File: src/rtl/pipelined_adder.sv
// Pipelined ripple adder/subtractor with valid/ready flow control.
// The WIDTH-bit operation is split into STAGES equal segments. Each
// stage adds one segment using the carry registered by the stage before.
// The finished low segments and the still-unprocessed high operand bits
// move forward with each stage.
//
// Handshake: a transfer happens on a rising edge where valid && ready
// are both high. The whole pipeline advances when the output register is
// empty or is being drained (adv = !out_valid || out_ready). in_ready is
// that same advance term, so it never depends on in_valid.
module pipelined_adder #(
    parameter int WIDTH  = 8,
    parameter int STAGES = 2
) (
    input  logic             clk,
    input  logic             rst_n,
    input  logic             in_valid,
    output logic             in_ready,
    input  logic [WIDTH-1:0] a,
    input  logic [WIDTH-1:0] b,
    input  logic             c_in,
    input  logic             sub,
    output logic             out_valid,
    input  logic             out_ready,
    output logic [WIDTH-1:0] sum,
    output logic             c_out,
    output logic             ovf
);

    // Guarded stage count so that SEG stays computable even when the
    // parameter check below is about to reject the configuration.
    localparam int NSTG = (STAGES < 1) ? 1 : STAGES;
    localparam int SEG  = WIDTH / NSTG;

    if (WIDTH < 1 || WIDTH > 64 || STAGES < 1 || (WIDTH % NSTG) != 0) begin : g_bad_params
        $error("pipelined_adder: illegal WIDTH=%0d / STAGES=%0d combination", WIDTH, STAGES);
    end

    logic             w_adv;
    logic [WIDTH-1:0] w_b_eff;
    logic             w_cin_eff;

    // Subtract is a + ~b + ~c_in. The final carry is then the no-borrow flag.
    assign w_b_eff   = sub ? ~b : b;
    assign w_cin_eff = sub ? ~c_in : c_in;
    assign w_adv     = !out_valid || out_ready;
    assign in_ready  = w_adv;

    for (genvar k = 0; k < NSTG; k++) begin : g_stage
        // Width of operand bits arriving at this stage, sum bits completed
        // after this stage, and operand bits still pending after it. The
        // final stage has no pending bits. It keeps only the operand sign
        // bits, which the overflow flag needs.
        localparam int SRC_W  = WIDTH - k * SEG;
        localparam int DONE_W = (k + 1) * SEG;
        localparam int HI_W   = (k == NSTG - 1) ? 1 : WIDTH - DONE_W;

        logic [SRC_W-1:0]  w_src_a;
        logic [SRC_W-1:0]  w_src_b;
        logic              w_src_c;
        logic              w_src_v;
        logic [SEG:0]      w_seg_sum;
        logic [DONE_W-1:0] w_sum_next;
        logic [HI_W-1:0]   w_hi_a_next;
        logic [HI_W-1:0]   w_hi_b_next;

        logic              r_v;
        logic              r_c;
        logic [DONE_W-1:0] r_sum;
        logic [HI_W-1:0]   r_hi_a;
        logic [HI_W-1:0]   r_hi_b;

        if (k == 0) begin : g_src
            assign w_src_a    = a;
            assign w_src_b    = w_b_eff;
            assign w_src_c    = w_cin_eff;
            assign w_src_v    = in_valid;
            assign w_sum_next = w_seg_sum[SEG-1:0];
        end else begin : g_src
            assign w_src_a    = g_stage[k-1].r_hi_a;
            assign w_src_b    = g_stage[k-1].r_hi_b;
            assign w_src_c    = g_stage[k-1].r_c;
            assign w_src_v    = g_stage[k-1].r_v;
            assign w_sum_next = {w_seg_sum[SEG-1:0], g_stage[k-1].r_sum};
        end

        if (k == NSTG - 1) begin : g_hi
            assign w_hi_a_next = w_src_a[SRC_W-1];
            assign w_hi_b_next = w_src_b[SRC_W-1];
        end else begin : g_hi
            assign w_hi_a_next = w_src_a[SRC_W-1:SEG];
            assign w_hi_b_next = w_src_b[SRC_W-1:SEG];
        end

        assign w_seg_sum = {1'b0, w_src_a[SEG-1:0]}
                         + {1'b0, w_src_b[SEG-1:0]}
                         + {{SEG{1'b0}}, w_src_c};

        // Stage register: valid moves on every advance, data only with a valid op.
        always_ff @(posedge clk or negedge rst_n) begin
            if (!rst_n) begin
                r_v    <= 1'b0;
                r_c    <= 1'b0;
                r_sum  <= '0;
                r_hi_a <= '0;
                r_hi_b <= '0;
            end else if (w_adv) begin
                r_v <= w_src_v;
                if (w_src_v) begin
                    r_c    <= w_seg_sum[SEG];
                    r_sum  <= w_sum_next;
                    r_hi_a <= w_hi_a_next;
                    r_hi_b <= w_hi_b_next;
                end
            end
        end
    end

    assign out_valid = g_stage[NSTG-1].r_v;
    assign sum       = g_stage[NSTG-1].r_sum;
    assign c_out     = g_stage[NSTG-1].r_c;
    // Overflow occurs when the two addends have the same sign and the sum sign differs.
    // The output is all zero in reset, so this flag is 0 there too.
    assign ovf = (g_stage[NSTG-1].r_hi_a[0] == g_stage[NSTG-1].r_hi_b[0])
              && (sum[WIDTH-1] != g_stage[NSTG-1].r_hi_a[0]);

endmodule
File: config.mk
export PLATFORM = sky130hd
export DESIGN_NAME = pipelined_adder
export DESIGN_NICKNAME = d
export VERILOG_FILES = /design/src/rtl/pipelined_adder.sv
export SDC_FILE = /design/constraint.sdc
export NUM_CORES = 1
export LEC_CHECK = 0
export CORE_MARGIN = 4
export CORE_UTILIZATION = 43
export CTS_CLUSTER_DIAMETER = 60
export DETAILED_ROUTE_END_ITERATION = 7
export PLACE_DENSITY = 0.74
export SETUP_SLACK_MARGIN = 0.4
export SYNTH_ARGS = -nofsm -noshare
export SYNTH_HDL_FRONTEND = slang
export SYNTH_SLANG_ARGS = --single-unit
File: constraint.sdc
create_clock -name clk -period 1.7 [get_ports clk]
set_clock_uncertainty 0.1 [all_clocks]
set_input_delay 0.34 -clock clk [delete_from_list [all_inputs] [get_ports clk]]
set_output_delay 0.34 -clock clk [all_outputs]
set_load 0.05 [all_outputs]
==> summary.txt, run 1 <==
CTS
  – CTS Buf Count: 3
  – Clk slew on worst S/H paths: approximately 0.15 ns
  – Clk sink count: 26
  – CTS tree: built
  – Htree depth: 1
  – Largest buffer count on any clock path: 2
  – Root Buffer: clkbuf_4
  – Worst-Skew Late Latency: roughly 0.33 ns
  – Hold Buf Count CTS: 0

Floorplan
  – Row Count: 20
  – Die Height: between 60 and 70 um
  – Initial Util: 0.446
  – I/O Pins: 34
  – Core area: between 3000 and 4000 um2
  – Total die area: roughly 4100 um2
  – Die X: approximately 64 um

Drt
  – DRC: 0
  – Detailed Routing Iterations Pass 1: 4
  – DR vias/cell: between 5 and 6
  – First-iteration detailed-routing DRC count: 23
  – Post-route antenna net violation count: 0
  – Detailed-route wire length: roughly 3.1 mm
  – Via count: 1084
  – DR WL/cell: ~15 um

Global route
  – Number of antenna violations at the first check in global routing: 0
  – Number of global-route vias before repair: between 1000 and 1500
  – Total congestion overflow: 0
  – First-pass GRT wire length: about 5.0 mm
  – Largest net degree at the start of global routing: 27
  – GRT Total Usage: 0.157

Timing
  – RSZ-0062 raised after global routing: yes
  – Slew margin rel.: 0.729
  – Setup violators final: 0
  – Crit path time final: approximately 1.7 ns
  – Fin crit share: 0.979
  – Worst Tran Pin Value: ~0.41 ns
  – Fin. max-slew vios: 0
  – Fmax: roughly 600 MHz
  – Fin. Hold Viols: 0
  – Worst Slack Setup Final: around 0.036 ns
  – Sum of negative setup slack: 0 ns

Finish
  – Post-route insts no fill: ~220
  – Nets@finish: a little over 200
  – Synth-to-Final Area Change: 68.0%
  – Post-route cell area: approximately 2300 um2
  – Share of cells above drive strength 1: 0.506
  – Antenna Cells: 0

Synth
  – Area contributors post-synth: dfrtp_1 48%, mux2_2 9.1%, o21ai_0 6.6%
  – Top post-synthesis cells by count: 26 x dfrtp_1, 18 x o21ai_0, 11 x mux2_2
  – Share of the synthesized area in the top cell type: 0.478
  – Compound-gate portion of the synthesized area: 0.123
  – Sequential area share after synthesis: 0.478
  – Most common cell in the netlist: dfrtp_1
  – Yosys reg bits: 26
  – Main combinational cell family by area after synthesis: compound AO/OA/AOI/OAI gates
  – Synth cell types: 28
  – Synth warn: 0
  – Cell Area, Synth: between 1000 and 1500 um2
  – Synthesized-area fraction occupied by adder cells: 0.114
  – Largest area contributor in the netlist: dfrtp_1
  – Synth Instances: about 110
  – Syn nets: ~150
  – EDFF count, synth: 0
  – Synthesized area per cell: 12.1 um2
  – Simple-gate portion of the synthesized area: 0.0661
  – Ys flop type: dfrtp_1
  – FFs w/ async S/R, synth: 1.00
  – Area share of xor/xnor cells in the synthesized design: 0.0707
  – Mux share of post-synthesis cell area: 0.113

Placement
  – DP HPWL: approximately 2.2 mm
  – GPL Wtd Cong: between 0.8 and 0.9
  – Placed insts: around 190
  – Place WS: -0.777 ns
  – PortBufs: 33
  – Placed inst area: ~1900 um2

Power and ir drop
  – Leakage: approximately 1.1 nW
  – Pwr Density: around 1400 nW/um2
  – Peak VDD IR: ~0.52 mV
  – Design Power: 3.32 mW

Critical path
  – Worst r2r src: g_stage[0].r_hi_b[0]$_DFFE_PN0P_
  – Register-to-Register Path Depth: 6
  – Worst EP arrival: 1.80 ns
  – WS Path Type: input pin to flip-flop
  – Setup crit end kind: flip-flop
  – Peak fanout along the critical path: 3
  – RR Endpoint: c_out$_DFFE_PN0P_
  – Startpoint types: input pin
  – Worst EP required: ~1.8 ns
  – R2R Setup Slk: roughly 0.070 ns

Hold path
  – HP Class: input pin to async pin

Job
  – Max-Cap Viols: 0

Status
  – Status: finished clean
layer usage:
layer	part of all wire	track usage	vias up	routed length (um)
li1	-	-	508	-
met5	0	0	-	0
met4	0.022	0.0765	0	69
met1	0.42	0.190	534	1330
met2	0.52	0.277	36	1630
met3	0.039	0.0141	6	122
kinds of logic after synthesis:
| group | Yosys count |
|---|---|
| AND/OR/NAND/NOR | 14 |
| XOR/XNOR | 11 |
| AO/OA/AOI/OAI | 30 |
| buffers and inverters | 9 |
| adder cells (fa/ha/maj) | 10 |
| multiplexers | 13 |
| flip-flops | 26 |
layout by cell type, fill, tap and decap left out, types with 2 or more instances in the layout:
master           count
nand2_1              3
o21ai_0              8
dfrtp_2              2
nand2_8              3
o21ai_2              5
buf_4               18
buf_12               7
a21oi_1              3
a21oi_2              3
clkbuf_4             3
xnor2_1              3
dlymetal6s2s_1       3
o21ai_1              6
clkdlybuf4s50_1     11
and3b_1              2
buf_2                2
dlygate4sd2_1        2
mux2_4              13
ha_1                 3
buf_8                5
xor2_1               5
nor3_1               2
fa_2                 4
ha_4                 3
dfrtp_1             24
inv_1                4
buf_6                7
how the worst max path moves through the flow:
| stage | from | end | slack [ns] |
|---|---|---|---|
| floorplan | sub | g_stage[0].r_c$_DFFE_PN0P_ | -0.26 |
| global placement | sub | g_stage[0].r_c$_DFFE_PN0P_ | -0.73 |
| detailed placement | sub | g_stage[0].r_c$_DFFE_PN0P_ | -0.78 |
| CTS | sub | g_stage[0].r_c$_DFFE_PN0P_ | 0.06 |
| global route | sub | g_stage[0].r_c$_DFFE_PN0P_ | -0.05 |
| finish | sub | g_stage[0].r_c$_DFFE_PN0P_ | 0.04 |
worst max-delay path: stages:
cell and delay, ns:
buf_8 0.11, xor2_2 0.17, fa_2 0.38, fa_2 0.37, a21o_1 0.19, a21oi_1 0.15
o21ai_1 0.08
registers in the layout, summed over array words and instances (netlist names):
| register | count |
|---|---|
| sum | 8 |
| g_stage.r_hi_a | 5 |
| g_stage.r_hi_b | 5 |
| g_stage.r_sum | 4 |
| c_out | 1 |
| g_stage.r_c | 1 |
| g_stage.r_v | 1 |
| out_valid | 1 |
cell type report:
cell class	count	area [um2]
tap	44	55.1
multi-input combinational	79	880
fill	206	763
clock buffer	3	22.5
sequential	26	653
inverter	6	30.0
timing repair buffer	57	619
clock inverter	1	30.0
where the power goes:
group | switching, mW | internal, mW
Clock | 0.191 | 0.239
Sequential | 0.188 | 0.820
Combinational | 0.888 | 0.995
Total | 1.27 | 2.05
repair_timing:
item,4_1_cts,5_1_grt
cloned,1,0
setup endpoints to repair,33,36
setup buffers,11,7
resized for setup,38,26
pin swaps,13,9
per-stage QoR:
step | util | hold slack [ns]
CTS | 0.695 | 0.268
floorplan | - | -0.0556
global placement | 0.624 | 0.391
detailed placement | 0.624 | 0.401
finish | 0.750 | 0.273
global route | 0.750 | 0.279
Power figures use the tool's default switching activity.
==> run 2, diff against run 1 <==
--- a/config.mk
+++ b/config.mk
@@ -10,7 +10,8 @@
 export CTS_CLUSTER_DIAMETER = 60
 export DETAILED_ROUTE_END_ITERATION = 7
 export PLACE_DENSITY = 0.74
-export SETUP_SLACK_MARGIN = 0.4
+export RECOVER_POWER = 25
+export SETUP_SLACK_MARGIN = 0.2
 export SYNTH_ARGS = -nofsm -noshare
 export SYNTH_HDL_FRONTEND = slang
 export SYNTH_SLANG_ARGS = --single-unit
==> summary.txt, run 2 (synthesized netlist as in run 1, its figures left out) <==
Critical path
  – R2R Setup Slk: about 0.077 ns
  – Cell Chain, Critical Path: buf_8, xor2_2, fa_2, fa_2, a21o_1, a21oi_2, o21ai_1
  – Worst EP required: ~1.8 ns
  – Slowest CP cell: fa_2
  – CP Depth: 7
  – Register-to-Register Path Depth: 4
  – WS Path Type: input pin to flip-flop
  – Peak fanout along the critical path: 3
  – Worst Setup SP: sub
  – CP peak stage delay: between 0.3 and 0.4 ns
  – Setup crit end kind: flip-flop
  – Number of buffers and inverters on the critical path: 1
  – Startpoint types: input pin
  – Worst EP arrival: around 1.8 ns
  – Worst r2r src: g_stage[0].r_hi_b[0]$_DFFE_PN0P_
  – CP delay by family, top: adder cells
  – Top cell by count, worst path: fa_2
  – RR Endpoint: sum[5]$_DFFE_PN0P_
  – Worst setup path endpoint: g_stage[0].r_c$_DFFE_PN0P_

Timing
  – Fmax: between 600 and 700 MHz
  – Worst Slack Setup Final: around 0.077 ns
  – Sum of negative setup slack: 0 ns
  – Hold_ws: 0.400 ns
  – Crit path time final: between 1.5 and 2 ns
  – Worst Tran Pin Value: between 0.6 and 0.7 ns
  – Slew margin rel.: 0.574
  – RSZ-0062 raised after global routing: yes
  – Setup violators final: 0
  – Fin. max-slew vios: 0
  – Fin. Hold Viols: 0
  – Fin crit share: 0.955

Placement
  – DP HPWL: around 2.1 mm
  – Placed insts: 192
  – GPL Wtd Cong: roughly 0.79
  – PortBufs: 33
  – Place WS: -0.807 ns

CTS
  – Worst-Skew Late Latency: roughly 0.32 ns
  – Clk sink count: 26
  – Clk slew on worst S/H paths: roughly 0.14 ns
  – CTS tree: built
  – Root Buffer: clkbuf_4
  – Largest buffer count on any clock path: 2
  – Htree depth: 1
  – CTS Buf Count: 3
  – Hold Buf Count CTS: 0

Floorplan
  – I/O Pins: 34
  – Total die area: just over 4000 um2
  – Row Count: 20
  – Core area: 3050 um2
  – Initial Util: 0.446
  – Die X: roughly 64 um
  – Die Height: between 60 and 70 um

Finish
  – Largest register FFs: 8
  – Antenna Cells: 0
  – Commonest non-fill, non-tap cells in the layout: 25 x dfrtp_1, 14 x buf_4, 13 x clkdlybuf4s50_1
  – Post-layout utilization of the core: 0.655
  – Post-route insts no fill: between 200 and 250
  – Fillers: 255
  – Commonest non-fill, non-tap cell in the layout: dfrtp_1
  – Synth-to-Final Area Change: 46.8%
  – Nets@finish: roughly 190
  – Share of cells above drive strength 1: 0.405

Power and ir drop
  – Peak VDD IR: about 0.75 mV
  – Leakage: 0.880 nW
  – Pwr Density: 1470 nW/um2

Drt
  – Post-route antenna net violation count: 0
  – DR WL/cell: roughly 14 um
  – Detailed Routing Iterations Pass 1: 4
  – Detailed-route wire length: 2.88 mm
  – Via count: 1005
  – DRC: 0
  – First-iteration detailed-routing DRC count: 33
  – DR vias/cell: 4.98

Global route
  – Total congestion overflow: 0
  – GRT Total Usage: 0.149
  – Number of antenna violations at the first check in global routing: 0
  – First-pass GRT wire length: between 4 and 5 mm
  – Largest net degree at the start of global routing: 27
  – Number of global-route vias before repair: 1023

Hold path
  – Hold wc startpoint: sub
  – HP Class: input pin to flip-flop

Status
  – Status: finished clean

Job
  – Max-Cap Viols: 0
## run 2: cell types whose count changed in the layout (fill, tap and decap cells not counted), sizes merged
cell           delta
clkdlybuf4s50     +2
dlymetal6s2s      -3
buf              -14
dlygate4sd3       +1
nand2             -1
dlygate4sd2       +1
## run 2: worst min path at each step
stage	endpoint	depth (start not counted)	slack, ns
finish	g_stage[0].r_hi_b[3]$_DFFE_PN0P_	4	0.40
global route	g_stage[0].r_hi_b[3]$_DFFE_PN0P_	4	0.41
CTS	out_valid$_DFFE_PN0N_	2	0.27
detailed placement	g_stage[0].r_sum[0]$_DFFE_PN0P_	1	0.39
global placement	g_stage[0].r_sum[0]$_DFFE_PN0P_	1	0.39
floorplan	c_out$_DFFE_PN0P_	0	-0.06
## run 2: layout make-up
cell class              instances  area (um2)  area share
inverters                       6        27.5      0.0138
multi-input cells              78         756       0.378
repair buffers                 44         458       0.229
well taps                      44        55.1      0.0275
clock buffers                   3        22.5      0.0113
flip-flops and latches         26         652       0.326
clock inverters                 1        30.0      0.0150
## run 2: power by group
| group | switching [mW] | total, mW | internal, mW |
|---|---|---|---|
| clock network | 0.187 | 0.426 | 0.238 |
| registers | 0.163 | 0.981 | 0.817 |
| logic | 0.802 | 1.54 | 0.735 |
| total | 1.15 | 2.94 | 1.79 |
## run 2: tightest hold or removal path, delay by kind of cell
kind	cells	cell delay (ns)
AOI/OAI and AO/OA	1	0.06
xor gates and xnor gates	1	0.14
buffers and inverters	2	0.26
## run 2: layer usage
layer,share of wire,vias to the layer above,track usage
met5,0,-,0
met3,0.041,4,0.0316
met1,0.41,495,0.176
met4,0.0094,0,0.0554
li1,-,479,-
met2,0.54,27,0.263
## run 2: stage by stage
step	area [um2]	total power [mW]
after CTS	1950	2.90
after floorplan	1410	1.81
final	2000	2.94
after global routing	2000	3.10
after global placement	1840	2.38
after detailed placement	1840	2.42
## run 2: what timing repair did
action / 4_1_cts / 5_1_grt
gates resized for setup: 29 / 7
pin swaps: 13 / 3
setup endpoints to repair: 10 / 14
setup buffers: 4 / 2
